===== src/rtl/image_process_pkg.sv =====
// image_process_pkg: shared FIFO entry layout and sizing helpers for the Sobel byte path
package image_process_pkg;

    localparam int ENTRY_BITS = 11;

    typedef struct packed {
        logic       sof;
        logic       eol;
        logic       eof;
        logic [7:0] data;
    } fifo_entry_t;

    function automatic int bytes_per_line(input int w);
        return (w + 7) / 8;
    endfunction

    function automatic int pix_count_bits(input int w, input int h);
        return $clog2(w * h + 1);
    endfunction

endpackage


===== src/rtl/sync_fifo_fwft.sv =====
// sync_fifo_fwft: single-clock first-word-fall-through FIFO with full/empty flags and occupancy
module sync_fifo_fwft #(
    parameter int WIDTH_BITS = 11,
    parameter int DEPTH      = 16
) (
    input  logic                    clk,
    input  logic                    rst_p,
    input  logic                    wr_en,
    input  logic [WIDTH_BITS-1:0]   wr_data,
    input  logic                    rd_en,
    output logic [WIDTH_BITS-1:0]   rd_data,
    output logic                    full,
    output logic                    empty,
    output logic [$clog2(DEPTH):0]  count
);
    localparam int AW = $clog2(DEPTH);

    logic [WIDTH_BITS-1:0] mem [DEPTH];
    logic [AW-1:0]         wptr, rptr;
    logic                  do_wr, do_rd;

    // A write while full only lands when the head is popped in the same cycle
    always_comb begin
        full    = count == (AW + 1)'(DEPTH);
        empty   = count == '0;
        do_rd   = rd_en && !empty;
        do_wr   = wr_en && (!full || do_rd);
        rd_data = empty ? '0 : mem[rptr];
    end

    // Storage array, no reset needed since empty masks the head
    always_ff @(posedge clk) begin
        if (do_wr) mem[wptr] <= wr_data;
    end

    // Pointers wrap naturally because DEPTH is a power of two
    always_ff @(posedge clk or posedge rst_p) begin
        if (rst_p) begin
            wptr  <= '0;
            rptr  <= '0;
            count <= '0;
        end else begin
            if (do_wr) wptr <= wptr + 1'b1;
            if (do_rd) rptr <= rptr + 1'b1;
            count <= count + (AW + 1)'(do_wr) - (AW + 1)'(do_rd);
        end
    end

endmodule


===== src/rtl/sobel_byte_packer.sv =====
// sobel_byte_packer: packs the 1-bit Sobel stream MSB-first into marked bytes behind a FIFO
module sobel_byte_packer
    import image_process_pkg::*;
#(
    parameter int WIDTH  = 200,
    parameter int HEIGHT = 200,
    parameter int DEPTH  = 16
) (
    input  logic                                   clk,
    input  logic                                   rst_p,
    input  logic                                   sobel,
    input  logic                                   sobel_valid,
    input  logic                                   sobel_hsync,
    input  logic                                   sobel_vsync,
    output logic [7:0]                             out_data,
    output logic                                   out_valid,
    input  logic                                   out_ready,
    output logic                                   out_sof,
    output logic                                   out_eol,
    output logic                                   out_eof,
    output logic                                   overflow,
    output logic [pix_count_bits(WIDTH,HEIGHT)-1:0] edge_count,
    output logic                                   edge_count_valid
);
    localparam int CW  = pix_count_bits(WIDTH, HEIGHT);
    localparam int CLW = WIDTH > 1 ? $clog2(WIDTH) : 1;
    localparam int RW  = HEIGHT > 1 ? $clog2(HEIGHT) : 1;
    localparam logic [CLW-1:0] COL_MAX = CLW'(WIDTH - 1);
    localparam logic [RW-1:0]  ROW_MAX = RW'(HEIGHT - 1);

    logic                  vs_q, vs_rise, take, line_end, frame_end, done;
    logic [CLW-1:0]        col, col_e;
    logic [RW-1:0]         row, row_e;
    logic [2:0]            bcnt, bcnt_e;
    logic [7:0]            sh, sh_nx;
    logic [CW-1:0]         acc, acc_e;
    logic                  wr_en, full, empty;
    fifo_entry_t           wr_entry, rd_entry;
    logic [$clog2(DEPTH):0] unused_level;
    logic                  unused_hsync;

    assign unused_hsync = sobel_hsync;

    // A vsync rising edge zeroes the frame state seen by the pixel arriving in that cycle
    always_comb begin
        vs_rise   = sobel_vsync && !vs_q;
        take      = sobel_valid && sobel_vsync;
        col_e     = vs_rise ? '0 : col;
        row_e     = vs_rise ? '0 : row;
        bcnt_e    = vs_rise ? '0 : bcnt;
        acc_e     = vs_rise ? '0 : acc;
        sh_nx     = {sh[6:0], sobel};
        line_end  = col_e == COL_MAX;
        frame_end = line_end && row_e == ROW_MAX;
        done      = take && (bcnt_e == 3'd7 || line_end);
    end

    // Pixel counters, shift register and per-frame edge accumulator
    always_ff @(posedge clk or posedge rst_p) begin
        if (rst_p) begin
            vs_q             <= 1'b0;
            col              <= '0;
            row              <= '0;
            bcnt             <= '0;
            sh               <= '0;
            acc              <= '0;
            edge_count       <= '0;
            edge_count_valid <= 1'b0;
        end else begin
            vs_q             <= sobel_vsync;
            edge_count_valid <= take && frame_end;
            if (take) begin
                col  <= line_end ? '0 : col_e + 1'b1;
                row  <= frame_end ? '0 : (line_end ? row_e + 1'b1 : row_e);
                bcnt <= done ? '0 : bcnt_e + 1'b1;
                sh   <= sh_nx;
                acc  <= frame_end ? '0 : acc_e + CW'(sobel);
                if (frame_end) edge_count <= acc_e + CW'(sobel);
            end else if (vs_rise) begin
                col  <= '0;
                row  <= '0;
                bcnt <= '0;
                acc  <= '0;
            end
        end
    end

    // Register the completed byte; the left shift zero-pads a short line-end byte
    always_ff @(posedge clk or posedge rst_p) begin
        if (rst_p) begin
            wr_en    <= 1'b0;
            wr_entry <= '0;
        end else begin
            wr_en    <= done;
            wr_entry <= '{sof:  row_e == '0 && (col_e >> 3) == '0,
                           eol:  line_end,
                           eof:  frame_end,
                           data: sh_nx << (3'd7 - bcnt_e)};
        end
    end

    // Sticky drop flag, cleared at the start of each frame
    always_ff @(posedge clk or posedge rst_p) begin
        if (rst_p) overflow <= 1'b0;
        else       overflow <= vs_rise ? 1'b0 : overflow | (wr_en && full && !out_ready);
    end

    sync_fifo_fwft #(
        .WIDTH_BITS (ENTRY_BITS),
        .DEPTH      (DEPTH)
    ) u_fifo (
        .clk     (clk),
        .rst_p   (rst_p),
        .wr_en   (wr_en),
        .wr_data (wr_entry),
        .rd_en   (out_ready),
        .rd_data (rd_entry),
        .full    (full),
        .empty   (empty),
        .count   (unused_level)
    );

    assign {out_sof, out_eol, out_eof, out_data} = rd_entry;
    assign out_valid = !empty;

endmodule


===== config.mk =====
export PLATFORM = sky130hd
export DESIGN_NAME = sobel_byte_packer
export DESIGN_NICKNAME = d
export VERILOG_FILES = /design/src/rtl/image_process_pkg.sv /design/src/rtl/sync_fifo_fwft.sv /design/src/rtl/sobel_byte_packer.sv
export SDC_FILE = /design/constraint.sdc
export NUM_CORES = 1
export LEC_CHECK = 0
export CORE_MARGIN = 4
export CORE_UTILIZATION = 55
export CTS_CLUSTER_SIZE = 20
export DETAILED_ROUTE_END_ITERATION = 6
export PLACE_DENSITY = 0.73
export SLEW_MARGIN = 10
export SYNTH_ARGS = -nofsm -noshare
export SYNTH_HDL_FRONTEND = slang
export SYNTH_SLANG_ARGS = --single-unit

===== constraint.sdc =====
create_clock -name clk -period 4.6 [get_ports clk]
set_input_delay 0.46 -clock clk [delete_from_list [all_inputs] [get_ports clk]]
set_output_delay 0.46 -clock clk [all_outputs]
set_load 0.03 [all_outputs]

# --- After elaboration in Yosys (flattened, before gate mapping) ---
# Memories as Yosys holds them, arrays and structs flattened.
# Index checks and enable logic that the tools add are counted.
totals:
  mem_bits_ro: 0
  ramBits: 176
  latchBits: 0
  regBits: 86
  output_inout_bits: 30
  n_memories: 1
  input_bits: 7
mem_list:
  columns: ["memory", "words", "word_bits", "rd", "rd_ports_with_merged_regs", "wr", "line_no", "text"]
  rows:
  - ["u_fifo.mem", 16, 11, 1, 0, 1, "sync_fifo_fwft.sv:18", "logic [WIDTH_BITS-1:0] mem [DEPTH];"]
classes:
  mul: 0
  shifts: 1
  addsub: 9
  bitwise: 1
  n_lt_le_gt_ge: 0
  muxes: 17
  eq_ne: 4
  reduce_logical: 20
  n_div: 0
op_table:
  columns: ["operator", "count"]
  rows:
  - ["8-bit two-way mux", 7]
  - ["16-bit two-way mux", 3]
  - ["16-bit by 1-bit adder with 16-bit output", 1]
  - ["8-bit by 1-bit adder with 8-bit output, second input constant", 2]
  - ["8-bit equality test, second input constant", 2]
  - ["8-bit logical NOT", 2]
  - ["11-bit two-way mux", 1]
  - ["1-bit logical AND", 10]
  - ["3-bit two-way mux", 3]
  - ["4-bit by 1-bit adder with 4-bit output, second input constant", 2]
  - ["8-bit by 3-bit << shifter with 8-bit output", 1]
  - ["5-bit by 1-bit adder with 5-bit output", 1]
  - ["5-bit equality test, second input constant", 1]
  - ["5-bit logical NOT", 1]
  - ["5-bit by 1-bit subtractor with 5-bit output", 1]
  - ["1-bit logical NOT", 4]
  - ["3-bit by 1-bit adder with 3-bit output, second input constant", 1]
  - ["3-bit equality test, second input constant", 1]
  - ["1-bit two-way mux", 3]
  - ["3-bit subtractor, first input constant", 1]
  - ["1-bit logical OR", 2]
  - ["2-bit AND reduction", 1]
  - ["1-bit bitwise OR", 1]

# --- Logic depth before layout (Yosys ltp) ---
# Gate-level depths: netlist of run 1.
depth:
  ltp_word: 8
  ltp_mapped: 17
  ltp_nobuf: 12

# --- Cells and area by module ---
# From an unflattened synthesis of run 1, not the netlist that was laid out.
hier_totals:
  cells_unflattened: 785
  hier_area_um2: 11423.5
by_module_without_submodules:
  columns: ["mod", "n_inst", "area_per_inst_um2", "cells_each"]
  rows:
  - ["sync_fifo_fwft", 1, 7618.6, 366]
  - ["sobel_byte_packer", 1, 3804.9, 419]

# --- Least setup slack after synthesis of run 1 ---
# No wires, ideal clock.
synth_path:
  path_kind: "register to register"
  from: "reg vs_q"
  to: "reg edge_count[7]"
  stages_incl_launch_ff: 15
  setup_slack_ps: 1335
  required_time_ps: 4475
  arrival_time_ps: 3140
  n_path_buf: 6
  setup_ps: 125
  cell_sequence: "dfrtp_1 -> buf_4 -> nand2b_2 -> buf_4 -> clkbuf_1 -> clkbuf_1 -> buf_2 -> nand2_1 -> inv_1 -> ha_1 -> and4_1 -> nand3_1 -> nor4_4 -> buf_2 -> mux2_2"
synth_between:
  elab_chain_cells: 6
synth_rtl:
  columns: ["item", "line_no", "text"]
  rows:
  - ["start: declaration", "sobel_byte_packer.sv:31", "logic vs_q, vs_rise, take, line_end, frame_end, done;"]
  - ["start signal: assignment", "sobel_byte_packer.sv:70", "vs_q <= sobel_vsync;"]
  - ["1-bit logical NOT *", "sobel_byte_packer.sv:46", "vs_rise = sobel_vsync && !vs_q;"]
  - ["1-bit logical AND *", "sobel_byte_packer.sv:46", null]
  - ["branches (longest 4 deep; another with 16-bit by 1-bit adder with 16-bit output)", null, null]
  - ["end signal: assignment", "sobel_byte_packer.sv:78", "if (frame_end) edge_count <= acc_e + CW'(sobel);"]
  - ["end: declaration", "sobel_byte_packer.sv:22", "output logic [pix_count_bits(WIDTH,HEIGHT)-1:0] edge_count,"]
# Mark *: on every way between the ends.
# A chain may end at the register's enable or synchronous reset.

# --- Final worst setup path of run 1 ---
layout_path:
  from: "reg u_fifo.rptr[1]"
  to: "out out_sof"
layout_between:
  elab_chain_cells: 2
layout_rtl:
  columns: ["item", "line_no", "text"]
  rows:
  - ["start: declaration", "sync_fifo_fwft.sv:19", "logic [AW-1:0] wptr, rptr;"]
  - ["start signal: assignment", "sync_fifo_fwft.sv:44", "if (do_rd) rptr <= rptr + 1'b1;"]
  - ["memory read 16 x 11 bit", null, null]
  - ["11-bit two-way mux", "sync_fifo_fwft.sv:28", "rd_data = empty ? '0 : mem[rptr];"]
  - ["end: declaration", "sobel_byte_packer.sv:18", "output logic out_sof,"]
# Every way passes these cells.

==> impl_metrics.py, run 1 <==
metrics = {
    "clocking": {
        "clockBufferDepth": 3,
        "cts_sinks": 262,
        "htreeDepth": 1,
        "cts_setup_buffers": 0,
        "cts_made_buffers": 28,
        "cts_tree": "done",
        "cts_resized": 0,
        "clockRootBuffer": "clkbuf_16",
        "clk_latency_ns": 0.54,
        "clk_pin_slew_ns": 0.06,
        "ctsHoldBuffers": 0,
    },
    "worst_setup_path": {
        "crit_path_max_incr_delay_ns": 0.90,
        "r2r-start": "vs_q",
        "required_ns": 4.14,
        "crit_path_max_fanout": 35,
        "start_kind": "register",
        "crit_chain": "buf_4 -> mux4_2 -> mux2i_1 -> o22ai_1 -> clkdlybuf4s50_1",
        "critPathLaunch": "u_fifo.rptr[1]",
        "arrival_ns": 3.11,
        "cp-end-kind": "output port",
        "crit_family": "buffers and inverters",
        "cpMaxStageDelayCell": "dfrtp_2",
        "critical_path_class": "register to output port",
        "path_buf_inv": 2,
    },
    "timing": {
        "fin_crit_ns": 3.57,
        "finalSetupTns_ns": 0,
        "setup_viol": 0,
        "worst_slack_ns": 1.03,
        "fin_worst_skew_ns": 0.0179,
        "fmax_mhz": 280,
        "rsz0062_at_grt": "no",
        "final-hold-violation-count": 0,
        "finalCritPeriodShare_pct": 77.6,
        "maxSlewViolCount": 0,
        "maxSlewHeadroom_pct": 30.5,
        "worst_pin_slew_ns": 1.04,
    },
    "min_path": {
        "hp-class": "primary input to async pin",
    },
    "route": {
        "vias_per_cell": 5.96,
        "drc": 0,
        "avgRoutedWirePerCell_um": 21.1,
        "ant_nets": 0,
        "drtIter0Drc": 526,
        "firstDrtPassIters": 7,
        "vias": 6470,
        "drt-total-wl_mm": 23.0,
    },
    "power_and_ir_drop": {
        "combinationalPowerShare_pct": 22.3,
        "p_sw_mw": 1.82,
        "seq_power_share_pct": 43.9,
        "p_clk_share_pct": 33.8,
        "p_int_mw": 4.58,
        "ir_worst_vdd_uv": 294,
        "switching_share_pct": 28.4,
        "p_leak_nw": 4.91,
        "powerDensity_nw_per_um2": 498,
    },
    "floorplan": {
        "rows": 52,
        "dieArea_um2": 22800,
        "core_region_area_um2": 20200,
        "initial_core_util_pct": 55.9,
        "die_w_um": 151,
        "ios": 37,
        "die_h_um": 151,
    },
    "place": {
        "port_buffers": 35,
        "gp_congestion": 0.868,
        "hpwl_mm": 14.1,
        "dp_slack_ns": 0.870,
    },
    "status": {
        "outcome": "finished, final reports clean",
    },
    "global_route": {
        "antenna_found_initial": 0,
        "grt_pass1_vias": 6718,
        "grt_start_max_net_pins": 60,
        "grt_usage_pct": 21.2,
        "grt_overflow_total": 0,
        "grt_pass1_wl_mm": 37.2,
    },
    "finish": {
        "antenna_cells": 0,
        "nets": 820,
        "syn2layout_area_growth_pct": 14.1,
        "final_layout_size_suffix_gt1_share_pct": 18.0,
    },
    "synthesis": {
        "synth.avg_cell_area_um2": 15.1,
        "yosys_most_used_dff": "edfxtp_1",
        "synth.distinct_cells": 57,
        "syn_area_um2": 11300,
        "synth_edf_count": 176,
        "synth_nets": 770,
        "ys_seq_area_share_pct": 66.0,
        "ys_warn_count": 0,
        "syn_inst": 744,
        "yosys_register_bits": 262,
        "async_flop_share_pct": 32.8,
    },
    "run": {
        "cap_viol_max_count": 0,
    },
}
## layout make-up
| type | count | area, um^2 |
|---|---|---|
| clock buffers | 37 | 756 |
| inverters | 18 | 68.8 |
| clock inverters | 15 | 135 |
| repair buffers | 59 | 543 |
| well taps | 270 | 338 |
| fillers | 1419 | 7310 |
| flip-flops and latches | 262 | 7440 |
| multi-input cells | 425 | 3570 |
## path summary, 6_finish.rpt
kind                                       to  slack, ns  depth (start not counted)
worst min register to register  edge_count[7]       0.51                          1
worst max-delay path                  out_sof       1.03                          5
worst max register to register         acc[9]       1.31                          9
max in group asynchronous               sh[1]       3.20                          3
worst min-delay path                   row[6]       0.46                          2
min in group clk                edge_count[7]       0.51                          1
## synth_stat cells, types with 4 or more instances
master | n | share of area [%]
o21ai_0 | 14 | 0.62
nand2_1 | 76 | 2.5
xor2_1 | 14 | 1.1
o22ai_1 | 17 | 0.94
and3_1 | 7 | 0.39
mux2_2 | 15 | 1.5
nor3_1 | 19 | 0.84
nor4_1 | 4 | 0.22
buf_1 | 6 | 0.20
dfrtp_1 | 86 | 19
buf_2 | 10 | 0.44
inv_1 | 16 | 0.53
nand3_1 | 22 | 0.98
ha_1 | 18 | 2.0
clkbuf_1 | 18 | 0.60
nand2b_1 | 5 | 0.28
a21oi_1 | 11 | 0.49
nand4_1 | 9 | 0.50
mux4_2 | 46 | 9.2
edfxtp_1 | 176 | 47
xnor2_1 | 22 | 1.7
mux2i_1 | 26 | 2.3
nor2_1 | 39 | 1.3
and2_1 | 11 | 0.61
## layer usage
metal  share of wire, %  GRT usage, %  vias to the layer above  wire length [um]
li1                   -             -                     2899                 -
met1                 41          29.2                     3312              9410
met5                  0             0                        -                 0
met4                1.3          3.99                        0               306
met2                 51          36.7                      229             11800
met3                6.4          3.23                       30              1470
## cells in the final DEF (no fill, tap or decap), types with 4 or more instances in the layout
cell             synthesis  final
nand4_1                  9      9
a21oi_1                 11     11
xor2_1                  14     14
clkbuf_1                18      8
clkdlybuf4s50_1          0     35
o22ai_1                 17     17
clkbuf_16                0     29
buf_4                    2     23
nand3_1                 22     22
nand2_1                 76     76
nor2_1                  39     39
inv_1                   16     15
and2_1                  11     11
dfrtp_1                 86     83
edfxtp_1               176    176
mux4_2                  46     46
ha_1                    18     18
o21ai_0                 14     14
and3_1                   7      7
mux2i_1                 26     26
nor3_1                  19     19
clkinv_2                 0      7
mux2_2                  15     15
nand2b_1                 5      5
xnor2_1                 22     22
nor4_1                   4      4
## cell families (layout without fill, tap and decap cells)
logic type	count (synthesis)	in the layout	share of synthesized area (%)
flops	262	262	66.0
compound gates	65	65	3.71
xor+xnor	36	36	2.80
fa+ha+maj	19	19	2.18
simple gates	216	216	9.84
mux	89	89	13.2
buf+inv	57	129	2.28
## registers in the layout (all words and copies together) (netlist names), 3 cells and up
signal	count
col	8
acc	16
sh	7
u_fifo.rptr	4
u_fifo.count	5
row	8
bcnt	3
edge_count	16
u_fifo.mem	176
wr_entry	11
u_fifo.wptr	4
## power by group through the flow
stage	clock (mW)	sequential, mW	combinational, mW
finish	2.16	2.81	1.43
global route	2.32	2.83	1.55
CTS	2.21	2.81	1.46
detailed placement	0	2.86	1.45
global placement	0	2.85	1.41
floorplan	0	2.70	1.16
## through the flow
stage	hold WS [ns]	utilization (%)	cells	total power [mW]	cell area (um^2)
after floorplan	0.446	-	744	3.86	11300
after global placement	0.469	59.3	1034	4.26	12000
after detailed placement	0.485	59.3	1034	4.31	12000
after CTS	0.479	63.7	1086	6.48	12900
after global routing	0.532	63.7	1086	6.69	12900
final	0.465	63.7	1086	6.40	12900
No activity file was read; power rests on OpenSTA's default activity.
==> run 2: changes to the inputs <==
--- a/config.mk
+++ b/config.mk
@@ -9,7 +9,7 @@
 export CORE_UTILIZATION = 55
 export CTS_CLUSTER_SIZE = 20
 export DETAILED_ROUTE_END_ITERATION = 6
-export PLACE_DENSITY = 0.73
+export PLACE_DENSITY = 0.76
 export SLEW_MARGIN = 10
 export SYNTH_ARGS = -nofsm -noshare
 export SYNTH_HDL_FRONTEND = slang
==> constraint.sdc (replaced) <==
create_clock -name clk -period 2.93 [get_ports clk]
set_input_delay 0.293 -clock clk [delete_from_list [all_inputs] [get_ports clk]]
set_output_delay 0.293 -clock clk [all_outputs]
set_load 0.03 [all_outputs]
==> run 2 against run 1 <==
  * Wire length is 2.2% higher
  * Sequential power increased by 52%
  * Die area did not move
  * Sequential cell count unchanged
  * Total power up 61%
  * Via count up 0.54%
  * Design area increased by 2.3%
  * Non-clock buffer count up 22
  * Sequential share of layout area shrank 1.3 points
  * Clock-buffer cell count unchanged
  * First-iteration DRC count decreased by 22%
  * Largest cell class unchanged
==> impl_metrics.py, run 2 (synthesis results as in run 1) <==
metrics = {
    "status": {
        "outcome": "finished, final reports clean",
    },
    "power_and_ir_drop": {
        "ir_worst_vdd_uv": 515,
        "powerDensity_nw_per_um2": 785,
        "switching_share_pct": 27.6,
        "p_sw_mw": 2.85,
        "p_leak_nw": 5.11,
        "p_clk_share_pct": 34.9,
        "combinationalPowerShare_pct": 23.8,
        "p_int_mw": 7.48,
        "total_power_mw": 10.3,
        "seq_power_share_pct": 41.3,
    },
    "finish": {
        "fillers": 1431,
        "regMostFlops": "u_fifo.mem",
        "layout_common_cells": "edfxtp_1, dfrtp_1, nand2_1, mux4_2, buf_4",
        "antenna_cells": 0,
        "reg_top3": "u_fifo.mem (176), acc (16), edge_count (16)",
        "utilization_pct": 65.2,
        "sequential_cell_area_um2": 7440,
        "multi_input_area_um2": 3590,
        "nets": 841,
        "largest_register_ffs": 176,
        "final_layout_size_suffix_gt1_share_pct": 21.0,
        "syn2layout_area_growth_pct": 16.7,
        "final_common_cell": "edfxtp_1",
    },
    "worst_setup_path": {
        "cpMaxStageDelayCell": "dfrtp_4",
        "start_kind": "register",
        "critPathLaunch": "u_fifo.rptr[0]",
        "crit_chain": "buf_4 -> mux4_2 -> mux2i_1 -> o22ai_1 -> dlygate4sd2_1",
        "cp-end-kind": "output port",
        "crit_path_max_fanout": 10,
        "required_ns": 2.64,
        "critical_path_class": "register to output port",
        "crit_path_max_incr_delay_ns": 0.54,
        "arrival_ns": 2.52,
        "r2r-start": "u_fifo.count[2]",
    },
    "route": {
        "avgRoutedWirePerCell_um": 21.2,
        "firstDrtPassIters": 5,
        "vias_per_cell": 5.89,
        "drtIter0Drc": 409,
        "vias": 6505,
        "drc": 0,
        "ant_nets": 0,
        "drt-total-wl_mm": 23.5,
    },
    "clocking": {
        "cts_sinks": 262,
        "clk_latency_ns": 0.52,
        "cts_tree": "done",
        "htreeDepth": 1,
        "clk_pin_slew_ns": 0.06,
        "cts_made_buffers": 27,
        "clockRootBuffer": "clkbuf_16",
        "clockBufferDepth": 3,
    },
    "global_route": {
        "grt_usage_pct": 21.9,
        "grt_overflow_total": 0,
        "grt_pass1_wl_mm": 38.2,
        "grt_start_max_net_pins": 50,
        "grt_pass1_vias": 6922,
        "antenna_found_initial": 0,
    },
    "floorplan": {
        "die_w_um": 151,
        "dieArea_um2": 22800,
        "core_region_area_um2": 20200,
        "ios": 37,
        "rows": 52,
        "initial_core_util_pct": 55.9,
        "die_h_um": 151,
    },
    "place": {
        "dp_slack_ns": 0.0473,
        "port_buffers": 35,
        "gp_congestion": 0.880,
        "hpwl_mm": 14.4,
    },
    "timing": {
        "rsz0062_at_grt": "no",
        "maxSlewHeadroom_pct": 54.9,
        "setup_viol": 0,
        "worst_slack_ns": 0.120,
        "final-hold-violation-count": 0,
        "worst_pin_slew_ns": 0.676,
        "finalCritPeriodShare_pct": 95.9,
        "holdWs_ns": 0.180,
        "fin_crit_ns": 2.81,
        "maxSlewViolCount": 0,
        "finalSetupTns_ns": 0,
        "fin_worst_skew_ns": 0.00958,
        "fmax_mhz": 356,
    },
    "run": {
        "cap_viol_max_count": 0,
    },
    "min_path": {
        "hp-class": "primary input to async pin",
    },
}
-- run 2: changes by cell type in the layout (fill, tap and decap cells not counted), moves of 4 or more --
cell,delta
buf_12,+4
clkbuf_8,+6
dlygate4sd2_1,+11
clkdlybuf4s50_1,-11
clkbuf_1,-5
buf_4,+17
-- run 2: final cells by class --
class,count,area share (%)
timing repair buffer,81,5.69
tap,270,2.57
inverter,18,0.523
clock inverter,12,1.25
clock buffer,37,6.04
sequential,262,56.6
multi-input combinational,425,27.3
-- run 2: timing repair --
action,4_1_cts,5_1_grt
buffers inserted,2,0
gates resized for setup,14,1
hold buffers,0,0
endpoints found under the setup margin,11,1
-- run 2: path summary, 6_finish.rpt --
path                                   endpoint  slack, ns  depth (start not counted)
max in group asynchronous           wr_entry[0]       2.08                          3
worst max-delay path                out_data[5]       0.12                          5
worst min register to register            sh[6]       0.48                          2
worst max register to register  u_fifo.count[4]       0.37                         12
min in group clk                          sh[6]       0.48                          2
worst min-delay path            u_fifo.count[2]       0.18                          2
-- run 2: routing by layer --
layer | routed length (um) | up-vias | track usage (%) | share of wire, %
met2 | 12500 | 204 | 38.8 | 53
met5 | 0 | - | 0 | 0
met3 | 1140 | 54 | 2.81 | 4.9
met1 | 9200 | 3306 | 28.1 | 39
met4 | 673 | 0 | 7.07 | 2.9
li1 | - | 2941 | - | -
-- run 2: power groups by stage --
stage / Clock, mW / Combinational (mW) / Sequential (mW)
finish: 3.60 / 2.46 / 4.26
global route: 3.83 / 2.67 / 4.28
CTS: 3.65 / 2.50 / 4.26
detailed placement: 0 / 2.53 / 4.34
global placement: 0 / 2.46 / 4.33
floorplan: 0 / 1.83 / 4.23
-- run 2: worst max-delay path: cells and delay by family (launching register included) --
kind	cells	cell delay (ns)
flip-flops	1	0.54
multiplexers	2	0.70
AO/OA/AOI/OAI	1	0.15
buffers and inverters	2	0.60
-- run 2: stage by stage --
stage	cell area, um^2	cells
after floorplan	11300	744
after global placement	12200	1054
after CTS	13100	1105
final	13100	1105
after global routing	13100	1105
after detailed placement	12200	1054
==> run 3: changes to the inputs <==
--- a/config.mk
+++ b/config.mk
@@ -7,6 +7,7 @@
 export LEC_CHECK = 0
 export CORE_MARGIN = 4
 export CORE_UTILIZATION = 55
+export CTS_CLUSTER_DIAMETER = 150
 export CTS_CLUSTER_SIZE = 20
 export DETAILED_ROUTE_END_ITERATION = 6
 export PLACE_DENSITY = 0.76
==> run 3 against run 2 <==
  * Maximum frequency increased by 1.2%
  * Cell count down 1.4%
  * Total power shrank 13%
  * Critical path type unchanged
  * Critical endpoint is now out_data[6]
==> impl_metrics.py, run 3 (synthesis results as in run 1) <==
metrics = {
    "clocking": {
        "ctsHoldBuffers": 0,
        "clockRootBuffer": "clkbuf_16",
        "cts_sinks": 262,
        "htreeDepth": 1,
        "cts_made_buffers": 17,
        "cts_tree": "done",
        "clk_latency_ns": 0.50,
        "clockBufferDepth": 3,
        "clk_pin_slew_ns": 0.08,
    },
    "global_route": {
        "grt_usage_pct": 20.7,
        "grt_pass1_wl_mm": 36.6,
        "grt_pass1_vias": 6806,
        "grt_overflow_total": 0,
        "antenna_found_initial": 0,
        "grt_start_max_net_pins": 50,
    },
    "finish": {
        "largest_register_ffs": 176,
        "regMostFlops": "u_fifo.mem",
        "syn2layout_area_growth_pct": 12.7,
        "reg_top3": "u_fifo.mem (176), acc (16), edge_count (16)",
        "final_common_cell": "edfxtp_1",
        "antenna_cells": 0,
        "nets": 834,
        "fillers": 1480,
        "final_layout_size_suffix_gt1_share_pct": 18.7,
        "layout_common_cells": "edfxtp_1, dfrtp_1, nand2_1, mux4_2, buf_4",
    },
    "place": {
        "gp_congestion": 0.880,
        "hpwl_mm": 14.4,
        "port_buffers": 35,
    },
    "timing": {
        "fin_worst_skew_ns": 0.0238,
        "finalSetupTns_ns": 0,
        "final-hold-violation-count": 0,
        "worst_pin_slew_ns": 0.679,
        "rsz0062_at_grt": "no",
        "maxSlewViolCount": 0,
        "setup_viol": 0,
        "fin_crit_ns": 2.78,
        "finalCritPeriodShare_pct": 94.8,
        "maxSlewHeadroom_pct": 54.7,
        "fmax_mhz": 360,
    },
    "route": {
        "firstDrtPassIters": 5,
        "vias_per_cell": 5.82,
        "drt-total-wl_mm": 22.3,
        "avgRoutedWirePerCell_um": 20.5,
        "vias": 6337,
        "drc": 0,
        "ant_nets": 0,
        "drtIter0Drc": 523,
    },
    "worst_setup_path": {
        "start_kind": "register",
        "crit_path_max_fanout": 11,
        "arrival_ns": 2.48,
        "cp-end-kind": "output port",
        "required_ns": 2.64,
        "crit_path_max_incr_delay_ns": 0.54,
        "crit_family": "multiplexers",
        "cpMaxStageDelayCell": "dfrtp_4",
        "critical_path_class": "register to output port",
        "crit_chain": "buf_4 -> mux4_2 -> mux2i_1 -> o22ai_1 -> dlygate4sd2_1",
        "path_buf_inv": 2,
    },
    "floorplan": {
        "die_h_um": 151,
        "dieArea_um2": 22800,
        "initial_core_util_pct": 55.9,
        "rows": 52,
        "ios": 37,
        "core_region_area_um2": 20200,
        "die_w_um": 151,
    },
    "power_and_ir_drop": {
        "powerDensity_nw_per_um2": 710,
        "ir_worst_vdd_uv": 465,
        "p_leak_nw": 4.89,
        "total_power_mw": 9.02,
    },
    "status": {
        "outcome": "finished, final reports clean",
    },
    "run": {
        "cap_viol_max_count": 0,
    },
    "min_path": {
        "hp-class": "primary input to async pin",
    },
}
## run 3: changes by cell type in the layout (fill, tap and decap cells not counted), sizes merged
cell      before  now
buf           46   49
bufinv         4    0
clkinvlp       1    0
clkinv         8    1
inv           17   19
clkbuf        37   28
## run 3: final cells by class
cell class,instances,area [um^2],share of cell area (%)
Sequential cell,262,7440,58.6
Multi-Input combinational cell,425,3590,28.3
Clock buffer,28,467,3.67
Clock inverter,2,28.8,0.227
Inverter,18,68.8,0.542
Tap cell,270,338,2.66
Timing Repair Buffer,84,767,6.04
## run 3: final timing paths
check | startpoint | to | slack [ns] | depth (start not counted)
max in group asynchronous | rst_p | sh[2] | 2.05 | 3
max | u_fifo.rptr[0] | out_data[6] | 0.15 | 5
min | rst_p | row[5] | 0.19 | 2
min in group clk | sh[6] | sh[6] | 0.49 | 2
max reg2reg | u_fifo.count[2] | u_fifo.count[4] | 0.35 | 12
min reg2reg | sh[6] | sh[6] | 0.49 | 2
## run 3: through the flow
step,instance area (um^2),instances,utilization [%],worst slack [ns],hold slack (ns)
finish,12700,1089,63.0,0.153,0.194
detailed placement,12200,1054,60.4,0.0473,0.471
CTS,12700,1085,62.8,0.0642,0.198
floorplan,11300,744,-,0.0138,0.324
global placement,12200,1054,60.4,0.0886,0.459
global route,12700,1089,63.0,0.0355,0.234
## run 3: per-layer routing
layer / wire length, um / GRT usage [%]
met1: 9280 / 27.5
met2: 11600 / 36.3
met3: 855 / 2.51
met4: 561 / 5.94
met5: 0 / 0
## run 3: power breakdown
part           switching [mW]  internal [mW]
registers               0.173           4.08
clock network            1.17           1.12
logic                    1.31           1.17
total                    2.65           6.37
## run 3: repair_timing
item | CTS | global route
pin swaps | 0 | 0
cloned | 0 | 0
gates resized for setup | 14 | 0
endpoints found under the setup margin | 11 | 1
buffers inserted | 1 | 4
